File: config.mk
export PLATFORM = sky130hd
export DESIGN_NAME = mem_port_arbiter
export DESIGN_NICKNAME = d
export VERILOG_FILES = /design/src/rtl/mem_port_arbiter.sv
export SDC_FILE = /design/constraint.sdc
export NUM_CORES = 1
export LEC_CHECK = 0
export BUFFER_PORTS_ARGS = -buffer_cell sky130_fd_sc_hd__buf_2
export CAP_MARGIN = 0
export CORE_AREA = 5 5 140 142
export CTS_BUF_LIST = sky130_fd_sc_hd__clkbuf_8
export CTS_CLUSTER_DIAMETER = 80
export DETAILED_ROUTE_END_ITERATION = 10
export DIE_AREA = 0 0 145 147
export GPL_ROUTABILITY_DRIVEN = 0
export PLACE_DENSITY = 0.67
export SLEW_MARGIN = 30
export SYNTH_ARGS = -nofsm -noshare
export SYNTH_HDL_FRONTEND = slang
export SYNTH_SLANG_ARGS = --single-unit
File: constraint.sdc
create_clock -name clk -period 3.8 [get_ports clk]
set_input_delay 0.19 -clock clk [delete_from_list [all_inputs] [get_ports clk]]
set_output_delay 0.19 -clock clk [all_outputs]
set_load 0.01 [all_outputs]
File: src/rtl/mem_port_arbiter.sv
// mem_port_arbiter: shares one downstream memory port between NUM_PORTS
// requesters (e.g. instruction and data ports of the multicycle core).
// One transaction is in flight at a time. The downstream request is
// registered, and completion is returned to the granted port as a
// one-cycle pulse.
// Build option: define MEM_ARB_FIXED_PRIO_EN for fixed priority (lowest
// index wins). Without it, arbitration is round-robin.
module mem_port_arbiter #(
  parameter int NUM_PORTS = 2,
  parameter int ADDR_W    = 32,
  parameter int DATA_W    = 32
) (
  input  logic                              clk,
  input  logic                              rst_n,
  input  logic [NUM_PORTS-1:0]              port_read,
  input  logic [NUM_PORTS-1:0]              port_write,
  input  logic [NUM_PORTS*(DATA_W/8)-1:0]   port_byte_enable,
  input  logic [NUM_PORTS*ADDR_W-1:0]       port_address,
  input  logic [NUM_PORTS*DATA_W-1:0]       port_wdata,
  output logic [NUM_PORTS*DATA_W-1:0]       port_rdata,
  output logic [NUM_PORTS-1:0]              port_resp,
  output logic                              mem_read,
  output logic                              mem_write,
  output logic [DATA_W/8-1:0]               mem_byte_enable,
  output logic [ADDR_W-1:0]                 mem_address,
  output logic [DATA_W-1:0]                 mem_wdata,
  input  logic [DATA_W-1:0]                 mem_rdata,
  input  logic                              mem_resp
);

  localparam int BE_W = DATA_W / 8;
  localparam int GW   = $clog2(NUM_PORTS);

  typedef enum logic [1:0] {IDLE, BUSY, RESP} state_t;

  state_t                r_state;
  state_t                w_nextState;

  logic [NUM_PORTS-1:0]  w_req;
  logic                  w_anyReq;
  logic [GW-1:0]         w_grant;

  logic                  w_selWrite;
  logic [BE_W-1:0]       w_selBe;
  logic [ADDR_W-1:0]     w_selAddr;
  logic [DATA_W-1:0]     w_selWdata;

  logic [GW-1:0]         r_grant;
  logic                  r_memRead;
  logic                  r_memWrite;
  logic [BE_W-1:0]       r_memBe;
  logic [ADDR_W-1:0]     r_memAddr;
  logic [DATA_W-1:0]     r_memWdata;
  logic [NUM_PORTS-1:0]  r_portResp;
  logic [DATA_W-1:0]     r_rdata [NUM_PORTS];

`ifndef MEM_ARB_FIXED_PRIO_EN
  logic [GW-1:0]         r_lastGrant;
  logic [GW-1:0]         w_grantHigh;
  logic [GW-1:0]         w_grantLow;
  logic                  w_foundHigh;
  logic                  w_foundLow;
`endif

  // A port requests when either strobe is set (a write takes precedence)
  always_comb begin
    w_req    = port_read | port_write;
    w_anyReq = |w_req;
  end

`ifdef MEM_ARB_FIXED_PRIO_EN
  // Fixed priority: the lowest requesting index wins
  always_comb begin
    w_grant = '0;
    for (int i = NUM_PORTS - 1; i >= 0; i--) begin
      if (w_req[i]) w_grant = GW'(i);
    end
  end
`else
  // Round-robin: first requester above the last grant, else wrap to the lowest
  always_comb begin
    w_grantHigh = '0;
    w_grantLow  = '0;
    w_foundHigh = 1'b0;
    w_foundLow  = 1'b0;
    for (int i = 0; i < NUM_PORTS; i++) begin
      if (w_req[i]) begin
        if (i > int'(r_lastGrant)) begin
          if (!w_foundHigh) begin
            w_grantHigh = GW'(i);
            w_foundHigh = 1'b1;
          end
        end else if (!w_foundLow) begin
          w_grantLow = GW'(i);
          w_foundLow = 1'b1;
        end
      end
    end
    w_grant = w_foundHigh ? w_grantHigh : w_grantLow;
  end
`endif

  // Select the winning port's request fields
  always_comb begin
    w_selWrite = 1'b0;
    w_selBe    = '0;
    w_selAddr  = '0;
    w_selWdata = '0;
    for (int i = 0; i < NUM_PORTS; i++) begin
      if (int'(w_grant) == i) begin
        w_selWrite = port_write[i];
        w_selBe    = port_byte_enable[i*BE_W +: BE_W];
        w_selAddr  = port_address[i*ADDR_W +: ADDR_W];
        w_selWdata = port_wdata[i*DATA_W +: DATA_W];
      end
    end
  end

  // State register; reset abandons any transaction in flight
  always_ff @(posedge clk or negedge rst_n) begin
    if (!rst_n) r_state <= IDLE;
    else        r_state <= w_nextState;
  end

  // Next state: IDLE -> BUSY on a request, BUSY -> RESP on mem_resp, RESP -> IDLE
  always_comb begin
    w_nextState = r_state;
    case (r_state)
      IDLE:    if (w_anyReq) w_nextState = BUSY;
      BUSY:    if (mem_resp) w_nextState = RESP;
      RESP:    w_nextState = IDLE;
      default: w_nextState = IDLE;
    endcase
  end

  // Registered downstream request, grant tracking, read data and resp pulse
  always_ff @(posedge clk or negedge rst_n) begin
    if (!rst_n) begin
      r_grant    <= '0;
`ifndef MEM_ARB_FIXED_PRIO_EN
      r_lastGrant <= GW'(NUM_PORTS - 1);
`endif
      r_memRead  <= 1'b0;
      r_memWrite <= 1'b0;
      r_memBe    <= '0;
      r_memAddr  <= '0;
      r_memWdata <= '0;
      r_portResp <= '0;
      for (int i = 0; i < NUM_PORTS; i++) r_rdata[i] <= '0;
    end else begin
      case (r_state)
        IDLE: begin
          if (w_anyReq) begin
            r_grant    <= w_grant;
`ifndef MEM_ARB_FIXED_PRIO_EN
            r_lastGrant <= w_grant;
`endif
            r_memWrite <= w_selWrite;
            r_memRead  <= !w_selWrite;
            r_memBe    <= w_selWrite ? w_selBe : {BE_W{1'b1}};
            r_memAddr  <= w_selAddr;
            r_memWdata <= w_selWdata;
          end else begin
            r_memRead  <= 1'b0;
            r_memWrite <= 1'b0;
          end
        end
        BUSY: begin
          if (mem_resp) begin
            r_memRead  <= 1'b0;
            r_memWrite <= 1'b0;
            for (int i = 0; i < NUM_PORTS; i++) begin
              r_portResp[i] <= (int'(r_grant) == i);
              if (r_memRead && int'(r_grant) == i) r_rdata[i] <= mem_rdata;
            end
          end
        end
        default: begin
          r_portResp <= '0;
        end
      endcase
    end
  end

  // Drive outputs straight from registers
  always_comb begin
    mem_read        = r_memRead;
    mem_write       = r_memWrite;
    mem_byte_enable = r_memBe;
    mem_address     = r_memAddr;
    mem_wdata       = r_memWdata;
    port_resp       = r_portResp;
    for (int i = 0; i < NUM_PORTS; i++) port_rdata[i*DATA_W +: DATA_W] = r_rdata[i];
  end

endmodule

==> metrics, run 1 <==
main flop type after synthesis=dfrtp_1; iteration count of the initial detailed-routing pass=4; Compound-Gate Fraction of Synth Area=0.0653; Leakage=4.61 nW; dpl cells=991; FILL cells=1704; max cap viols=0; Syn Area/Cell=13.3 um2; Post-Route WL=16300 um; dpl cell area=0.00787 mm2; Worst Path Arrival=2.69 ns; Num CTS Buffers=17; Fin Setup TNS=0 ns; #FFs+latches synth=140; worst hold slack=0.0448 ns; Synth Instances=470; initial antenna violation count=0; first-pass GRT wire length=26900 um; Crit Path Class=register to register; largest family of logic cells by synthesized area=multiplexers; Clock Tree Buf Depth=2; total gr overflow=0; share of layout cells above drive strength 1=0.514; Clock Tree Root=clkbuf_8; non-filler instance count after layout=1059; Synth top area share=0.558; xor and xnor fraction of the mapped netlist area=0; Synth area leader=dfrtp_1; TritonCTS clock tree=yes; Synth Area in Simple Gates=0.0667; status=finished, final reports clean; most frequent cell after synthesis=dfrtp_1; Crit path required time=4.08 ns; Mapped Area=0.00623 mm2; number of global-route vias before repair=5100; skew final=0.00935 ns; routed len/inst=15.4 um; mux cell area share after synthesis=0.261; Hold Path Sink=mem_wdata[26]; fin crit period=2.41 ns; cell chain of the critical path=o21ai_0 -> o21ai_4 -> buf_4 -> mux2i_1 -> dlygate4sd3_1 -> o21ai_0; Core ar.=0.0183 mm2; Reg area=0.00350 mm2; Critical Path Most Common Cell=o21ai_0; Via density=4.47; diode count=0; ys async rst share=1.00; synth warn=0; Tcrit/Tclk final=0.634; Hold Path Depth=3; Worst Setup Slack, final=1.39 ns; Tot GR Track Use=0.153; Final Max Slew Viols=0; H-tree depth=4; pwr/cell area=773 mW/mm2; Port Buffers=310; Post-Route Utilization=0.471; final hold violations=0; R2R Setup Slk=1.39 ns; Hold Startpoint=port_wdata[58]; Setup crit end kind=register; clk_lat worst skew=0.43 ns; number of synthesized flops with an enable pin=0; Rel. slew slack=0.443; synth top area cells=dfrtp_1 (56%), mux2_4 (14%), mux2i_1 (11%), o21ai_0 (5.5%), nand2_1 (4.2%); area of the die=0.0213 mm2; pre-CTS setup slack=1.71 ns; clk sinks=140; largest net degree at the start of global routing=96; clock-pin slew on the worst setup and hold paths=0.09 ns; peak supply drop=0.393 mV; Layout Nets=987; max incr delay on CP=0.56 ns; Reg2Reg Depth=6; adder-cell share of the synthesized area=0; CTS-repair resized insts=0; synth unique cells=28; sequential fraction of the synthesis area=0.563; delay-heaviest family, CP=buffers and inverters; CP max FO=44; starting density of the core=0.340; net count after synthesis=645; max frequency=415 MHz; Worst R2R End=mem_wdata[9]; CP Launch Type=register; drc violations=0; Multi-input gate area=0.00246 mm2; Cell Rows=50; # IOs=311; Final HPWL DP=12100 um; Die Wd=145 um; Vias=4733; Final ANT Viol Nets=0; fin area=0.00864 mm2; DIE HEIGHT=147 um; Slew @ Worst Pin=0.835 ns; Slowest cell on crit path=buf_4; worst min-delay path class=primary input to register; Final setup viols=0; Detailed Route Iter0 Violations=153; r2r startpoint=r_lastGrant; Post-CTS Setup Inserts=0; RSZ-0062 raised after global routing=no; total power=6.68 mW; CP Buf/Inv Count=2; Layout area overhead=38.7%; commonest cells in the netlist=dfrtp_1 (139), nand2_1 (70), mux2i_1 (68), o21ai_0 (68), mux2_4 (60)
==> logic make-up (layout without fill, tap and decap cells) <==
| logic type | count (synthesis) | in the layout |
|---|---|---|
| simple gates | 90 | 90 |
| flops | 140 | 140 |
| compound gates | 79 | 79 |
| buf+inv | 29 | 384 |
| mux | 132 | 132 |
==> routing by layer <==
layer | wire [um] | share of wire | GRT usage
met5 | 0 | 0 | 0
met4 | 228 | 0.014 | 0.0391
met3 | 1150 | 0.070 | 0.0512
met2 | 7860 | 0.48 | 0.255
met1 | 7060 | 0.43 | 0.193
==> worst register-to-register path, stage by stage, from the launching register on <==
cell           delay, ns
dfstp_2             0.55
o21ai_0             0.14
o21ai_4             0.09
buf_4               0.56
mux2i_1             0.30
dlygate4sd3_1       0.56
o21ai_0             0.07
==> power by group <==
part | internal (mW) | switching, mW
clock | 0.618 | 0.618
combinational | 1.38 | 1.43
sequential | 2.22 | 0.417
==> worst max path at each step <==
stage                           endpoint  cells past startpoint    startpoint
after floorplan           port_rdata[10]                      5    r_state[1]
after CTS                   mem_wdata[9]                      6   r_lastGrant
after global placement     mem_wdata[12]                      5  port_read[1]
after global routing        mem_wdata[9]                      6   r_lastGrant
after detailed placement   mem_wdata[12]                      5  port_read[1]
final                       mem_wdata[9]                      6   r_lastGrant
==> registers in the layout (all words and copies together), names as in the netlist <==
register	flops
mem_write	1
r_grant	1
mem_read	1
r_state	2
mem_address	32
mem_wdata	32
port_rdata	64
mem_byte_enable	4
port_resp	2
r_lastGrant	1
==> layout make-up <==
| class | instances | share of cell area |
|---|---|---|
| sequential | 140 | 0.406 |
| multi-input combinational | 301 | 0.285 |
| timing repair buffer | 352 | 0.228 |
| tap | 234 | 0.0339 |
| clock buffer | 18 | 0.0287 |
| clock inverter | 14 | 0.0187 |
==> cell usage in the layout, fill, tap and decap left out, drive strengths merged, types with 5 or more instances in the layout <==
cell type and instances:
mux2 64, dlygate4sd3 36, a21oi 7, o21ai 72
buf 315, inv 5, mux2i 68, nor2 8
dfrtp 139, clkbuf 19, clkinv 6, nand2 71
==> timing repair <==
item	4_1_cts	5_1_grt
endpoints found under the hold margin	156	0
hold buffers	36	0
setup endpoints to repair	0	0
(Power assumes the default switching activity.)
==> inputs of run 2 (changes only) <==
PLACE_DENSITY = 0.69   (was 0.67)
clock period = 2.2 ns   (was 3.8 ns; I/O delays follow)
==> metrics, run 2 (synthesis gave the netlist of run 1 again) <==
status=finished, final reports clean; iteration count of the initial detailed-routing pass=4; Vias=5506; internal power=7.73 mW; fin crit period=2.05 ns; Clock Tree Root=clkbuf_8; Final HPWL DP=12500 um; H-tree depth=4; max reg flops=64; drc violations=0; clock-pin slew on the worst setup and hold paths=0.09 ns; Layout Nets=1136; max cap viols=0; commonest non-fill, non-tap cells in the layout=buf_2 (309), dlygate4sd3_1 (170), dfrtp_1 (139); worst min-delay path class=primary input to asynchronous set/reset pin; Slew @ Worst Pin=0.806 ns; peak supply drop=0.668 mV; CP Launch Type=register; non-filler instance count after layout=1210; r2r startpoint=r_lastGrant; DIE HEIGHT=147 um; R2R Setup Slk=0.15 ns; max frequency=488 MHz; Die Wd=145 um; routed len/inst=16.6 um; Setup crit end kind=register; Tcrit/Tclk final=0.931; Final Max Slew Viols=0; largest net degree at the start of global routing=61; Clk pwr share=0.180; Fin Setup TNS=0 ns; clk_lat worst skew=0.43 ns; first-pass GRT wire length=32100 um; share of layout cells above drive strength 1=0.449; Post-Route WL=20100 um; Sw Share=0.364; starting density of the core=0.340; Cell Rows=50; Final setup viols=0; Leakage=5.25 nW; Layout area overhead=63.2%; Clock Tree Buf Depth=2; Worst R2R End=mem_address[22]; Rel. slew slack=0.458; initial antenna violation count=1; pwr/cell area=1200 mW/mm2; dpl cells=999; skew final=0.0154 ns; Crit Path Class=register to register; Port Buffers=310; TritonCTS clock tree=yes; number of global-route vias before repair=6129; Psw=4.43 mW; Seq pwr share=0.376; final hold violations=0; area of the die=0.0213 mm2; Tot GR Track Use=0.186; RSZ-0062 raised after global routing=no; clk sinks=140; commonest non-fill, non-tap cell in the layout=buf_2; Detailed Route Iter0 Violations=128; Reg2Reg Depth=6; Final ANT Viol Nets=0; # IOs=311; Via density=4.55; Worst Path Arrival=2.36 ns; Crit path required time=2.51 ns; CP max FO=10; Core ar.=0.0183 mm2; logic gate share of total power=0.444; total gr overflow=0; Num CTS Buffers=17
-- run 2: cell count changes in the layout (fill, tap and decap cells not counted), moves of 2 or more --
cell / previous run / this run
clkinv_2: 2 / 0
inv_1: 0 / 2
buf_12: 0 / 5
inv_8: 2 / 0
clkinvlp_4: 1 / 5
diode_2: 0 / 2
dlygate4sd3_1: 36 / 170
buf_4: 6 / 16
clkinv_4: 4 / 1
-- run 2: worst max path at each step --
stage | start | end | slack, ns | cells past startpoint
2_1_floorplan | r_state[1] | port_rdata[10] | 0.63 | 5
3_3_place_gp | r_lastGrant | mem_address[7] | 0.44 | 5
3_5_place_dp | r_state[1] | port_rdata[59] | 0.40 | 4
4_1_cts | r_lastGrant | mem_address[25] | 0.04 | 6
5_1_grt | r_lastGrant | mem_address[13] | 0.02 | 6
6_report | r_lastGrant | mem_address[22] | 0.15 | 6
-- run 2: what timing repair did --
action	in CTS	in global routing
setup buffers	0	7
gates resized for setup	0	0
hold buffers	170	0
setup endpoints to repair	0	8
endpoints found under the hold margin	189	0
-- run 2: worst max-delay path, cell delays in order, from the launching register on --
cell and delay (ns):
dfstp_2 0.55, o21ai_0 0.14, o21ai_4 0.17, buf_4 0.21
mux2i_1 0.21, dlygate4sd3_1 0.58, o21ai_0 0.07
-- run 2: final cells by class --
class / count / area (um2)
fill: 1444 / 8170
timing repair buffer: 501 / 3480
sequential: 140 / 3500
antenna: 2 / 5.00
tap: 234 / 293
multi-input combinational: 301 / 2460
clock buffer: 18 / 248
clock inverter: 14 / 170
-- run 2: metrics by stage --
| stage | setup WS, ns | cell area [um2] | power [mW] | hold WS [ns] | utilization |
|---|---|---|---|---|---|
| finish | 0.151 | 10200 | 12.2 | 0.229 | 0.555 |
| floorplan | 0.634 | 6230 | 7.66 | -0.186 | - |
| detailed placement | 0.403 | 7990 | 9.60 | 0.140 | 0.436 |
| global route | 0.0159 | 10200 | 13.0 | 0.226 | 0.554 |
| global placement | 0.439 | 7990 | 9.49 | 0.142 | 0.436 |
| CTS | 0.0415 | 10100 | 12.2 | 0.193 | 0.551 |
-- run 2: metal layers --
metal,vias to the layer above,global-route usage,wire (um)
met2,257,0.305,9620
met1,2577,0.223,8190
met3,55,0.0669,1510
li1,2617,-,-
met4,0,0.0782,767
met5,-,0,0
-- run 2: power groups by stage --
stage | Clock (mW) | Combinational (mW) | Sequential [mW]
3_3_place_gp | 0 | 4.91 | 4.58
2_1_floorplan | 0 | 2.55 | 5.10
6_report | 2.19 | 5.40 | 4.57
4_1_cts | 2.28 | 5.32 | 4.56
5_1_grt | 2.39 | 5.85 | 4.73
3_5_place_dp | 0 | 5.03 | 4.57
==> inputs of run 3 (changes only) <==
ABC_AREA = 1   (was unset)
CTS_CLUSTER_DIAMETER = 120   (was 80)
PLACE_DENSITY = 0.7   (was 0.69)
==> metrics, run 3 <==
Leakage=5.04 nW; Synth top area share=0.556; largest net degree at the start of global routing=72; drc violations=0; Port Buffers=310; peak supply drop=0.781 mV; Post-Route Utilization=0.552; DR WL met3=2330 um; Final Max Slew Viols=0; max cap viols=0; clk_lat worst skew=0.44 ns; skew final=0.0182 ns; commonest cells in the netlist=nand2_1 (163), dfrtp_1 (139), a21oi_1 (130); synth warn=0; TritonCTS clock tree=yes; Core ar.=0.0183 mm2; Crit Path Class=register to register; Worst Path Arrival=2.41 ns; synth top area cells=dfrtp_1 (56%), a21oi_1 (10%), nand2_1 (9.8%), o21ai_2 (8.0%), inv_1 (4.7%); Mapped Area=0.00626 mm2; Critical Path Most Common Cell=a21oi_1; routed len/inst=16.2 um; Vias=6813; initial antenna violation count=0; sequential fraction of the synthesis area=0.560; Clock Tree Buf Depth=2; max incr delay on CP=0.57 ns; Via density=4.83; ys async rst share=1.00; Slowest cell on crit path=dlygate4sd3_1; final hold violations=0; Post-CTS Setup Inserts=0; number of global-route vias before repair=7164; main flop type after synthesis=dfrtp_1; cell chain of the critical path=nor2_1 -> nand2_2 -> buf_6 -> a21oi_1 -> a21oi_1 -> dlygate4sd3_1; Fin Setup TNS=0 ns; worst min-delay path class=primary input to register; synth unique cells=21; fin crit period=2.10 ns; net count after synthesis=876; Final HPWL DP=14000 um; total gr overflow=0; Post-Route WL=22900 um; Rel. slew slack=0.603; clock-pin slew on the worst setup and hold paths=0.08 ns; diode count=0; RSZ-0062 raised after global routing=no; met1 wire length=8540 um; share of layout cells above drive strength 1=0.357; CP Buf/Inv Count=2; first-pass GRT wire length=36400 um; Tot GR Track Use=0.210; status=finished, final reports clean; Num CTS Buffers=17; met2 wire len=11000 um; Layout area overhead=61.7%; Synth area leader=dfrtp_1; pwr/cell area=1410 mW/mm2; Slew @ Worst Pin=0.596 ns; Final setup viols=0; Syn Area/Cell=8.93 um2; CP Launch Type=register; Die Wd=145 um; commonest non-fill, non-tap cells in the layout=buf_2 (309), nand2_1 (162), dlygate4sd3_1 (162); DIE HEIGHT=147 um; iteration count of the initial detailed-routing pass=5; area of the die=0.0213 mm2; commonest non-fill, non-tap cell in the layout=buf_2; # IOs=311; Setup crit end kind=register; Tcrit/Tclk final=0.953; starting density of the core=0.341; total power=14.3 mW; Final ANT Viol Nets=0; Detailed Route Iter0 Violations=300; CP max FO=71; Clock Tree Root=clkbuf_8; max frequency=477 MHz; Layout Nets=1339; clk sinks=140; Crit path required time=2.51 ns; max reg flops=64; #FFs+latches synth=140; H-tree depth=4; number of synthesized flops with an enable pin=0; Cell Rows=50; delay-heaviest family, CP=buffers and inverters; DR top layer=met4; Synth Instances=701; most frequent cell after synthesis=nand2_1
[run 3: cell type report]
type | count | area [um2]
Clock buffer | 18 | 248
Clock inverter | 14 | 208
Fill cell | 1587 | 8210
Inverter | 82 | 310
Multi-Input combinational cell | 439 | 2170
Sequential cell | 140 | 3500
Tap cell | 234 | 293
Timing Repair Buffer | 484 | 3390
[run 3: final timing paths]
kind                                     start                  to  slack (ns)  cells past startpoint
setup / recovery                    r_state[1]       mem_wdata[17]        0.10                      6
hold / removal             port_byte_enable[2]  mem_byte_enable[2]        0.04                      7
setup reg to reg                    r_state[1]       mem_wdata[17]        0.10                      6
hold reg to reg             mem_byte_enable[1]  mem_byte_enable[1]        0.48                      2
max in group asynchronous                rst_n         r_lastGrant        1.33                      3
min in group asynchronous                rst_n      port_rdata[34]        0.19                      2
[run 3: per-layer routing]
metal  up-vias  global-route usage
met5         -                   0
met4         0               0.110
met3        77              0.0688
met2       430               0.345
met1      3155               0.245
li1       3151                   -
[run 3: cells by family after synthesis]
logic type | after synthesis | share of synthesized area
and+or+nand+nor | 239 | 0.151
AOI/OAI and AO/OA | 200 | 0.195
buffers and inverters | 122 | 0.0940
DFF | 140 | 0.560
[run 3: worst register-to-register path, delay by kind of cell (launching register included)]
kind,cells,cell delay [ns]
AO/OA/AOI/OAI,2,0.46
flip-flops,1,0.42
AND/OR/NAND/NOR,2,0.29
buffers and inverters,2,0.81
[run 3: stage by stage]
step / std cells / worst slack, ns / cell area [um2] / hold WS (ns)
after detailed placement: 1216 / 0.598 / 8000 / 0.0957
after CTS: 1410 / 0.0669 / 10100 / 0.00425
after floorplan: 701 / 0.840 / 6260 / -0.186
final: 1411 / 0.103 / 10100 / 0.0432
after global routing: 1411 / 0.0322 / 10100 / 0.0631
after global placement: 1216 / 0.639 / 8000 / 0.100
[run 3: power by group]
group          total (mW)  internal (mW)  switching (mW)
clock network        2.40           1.30            1.10
registers            4.63           3.90           0.736
logic                7.25           3.44            3.81
[run 3: timing repair]
item                                    in CTS  in global routing
endpoints found under the setup margin       0                 59
resized for setup                            0                  4
hold buffers                               162                  0
endpoints found under the hold margin      181                  0
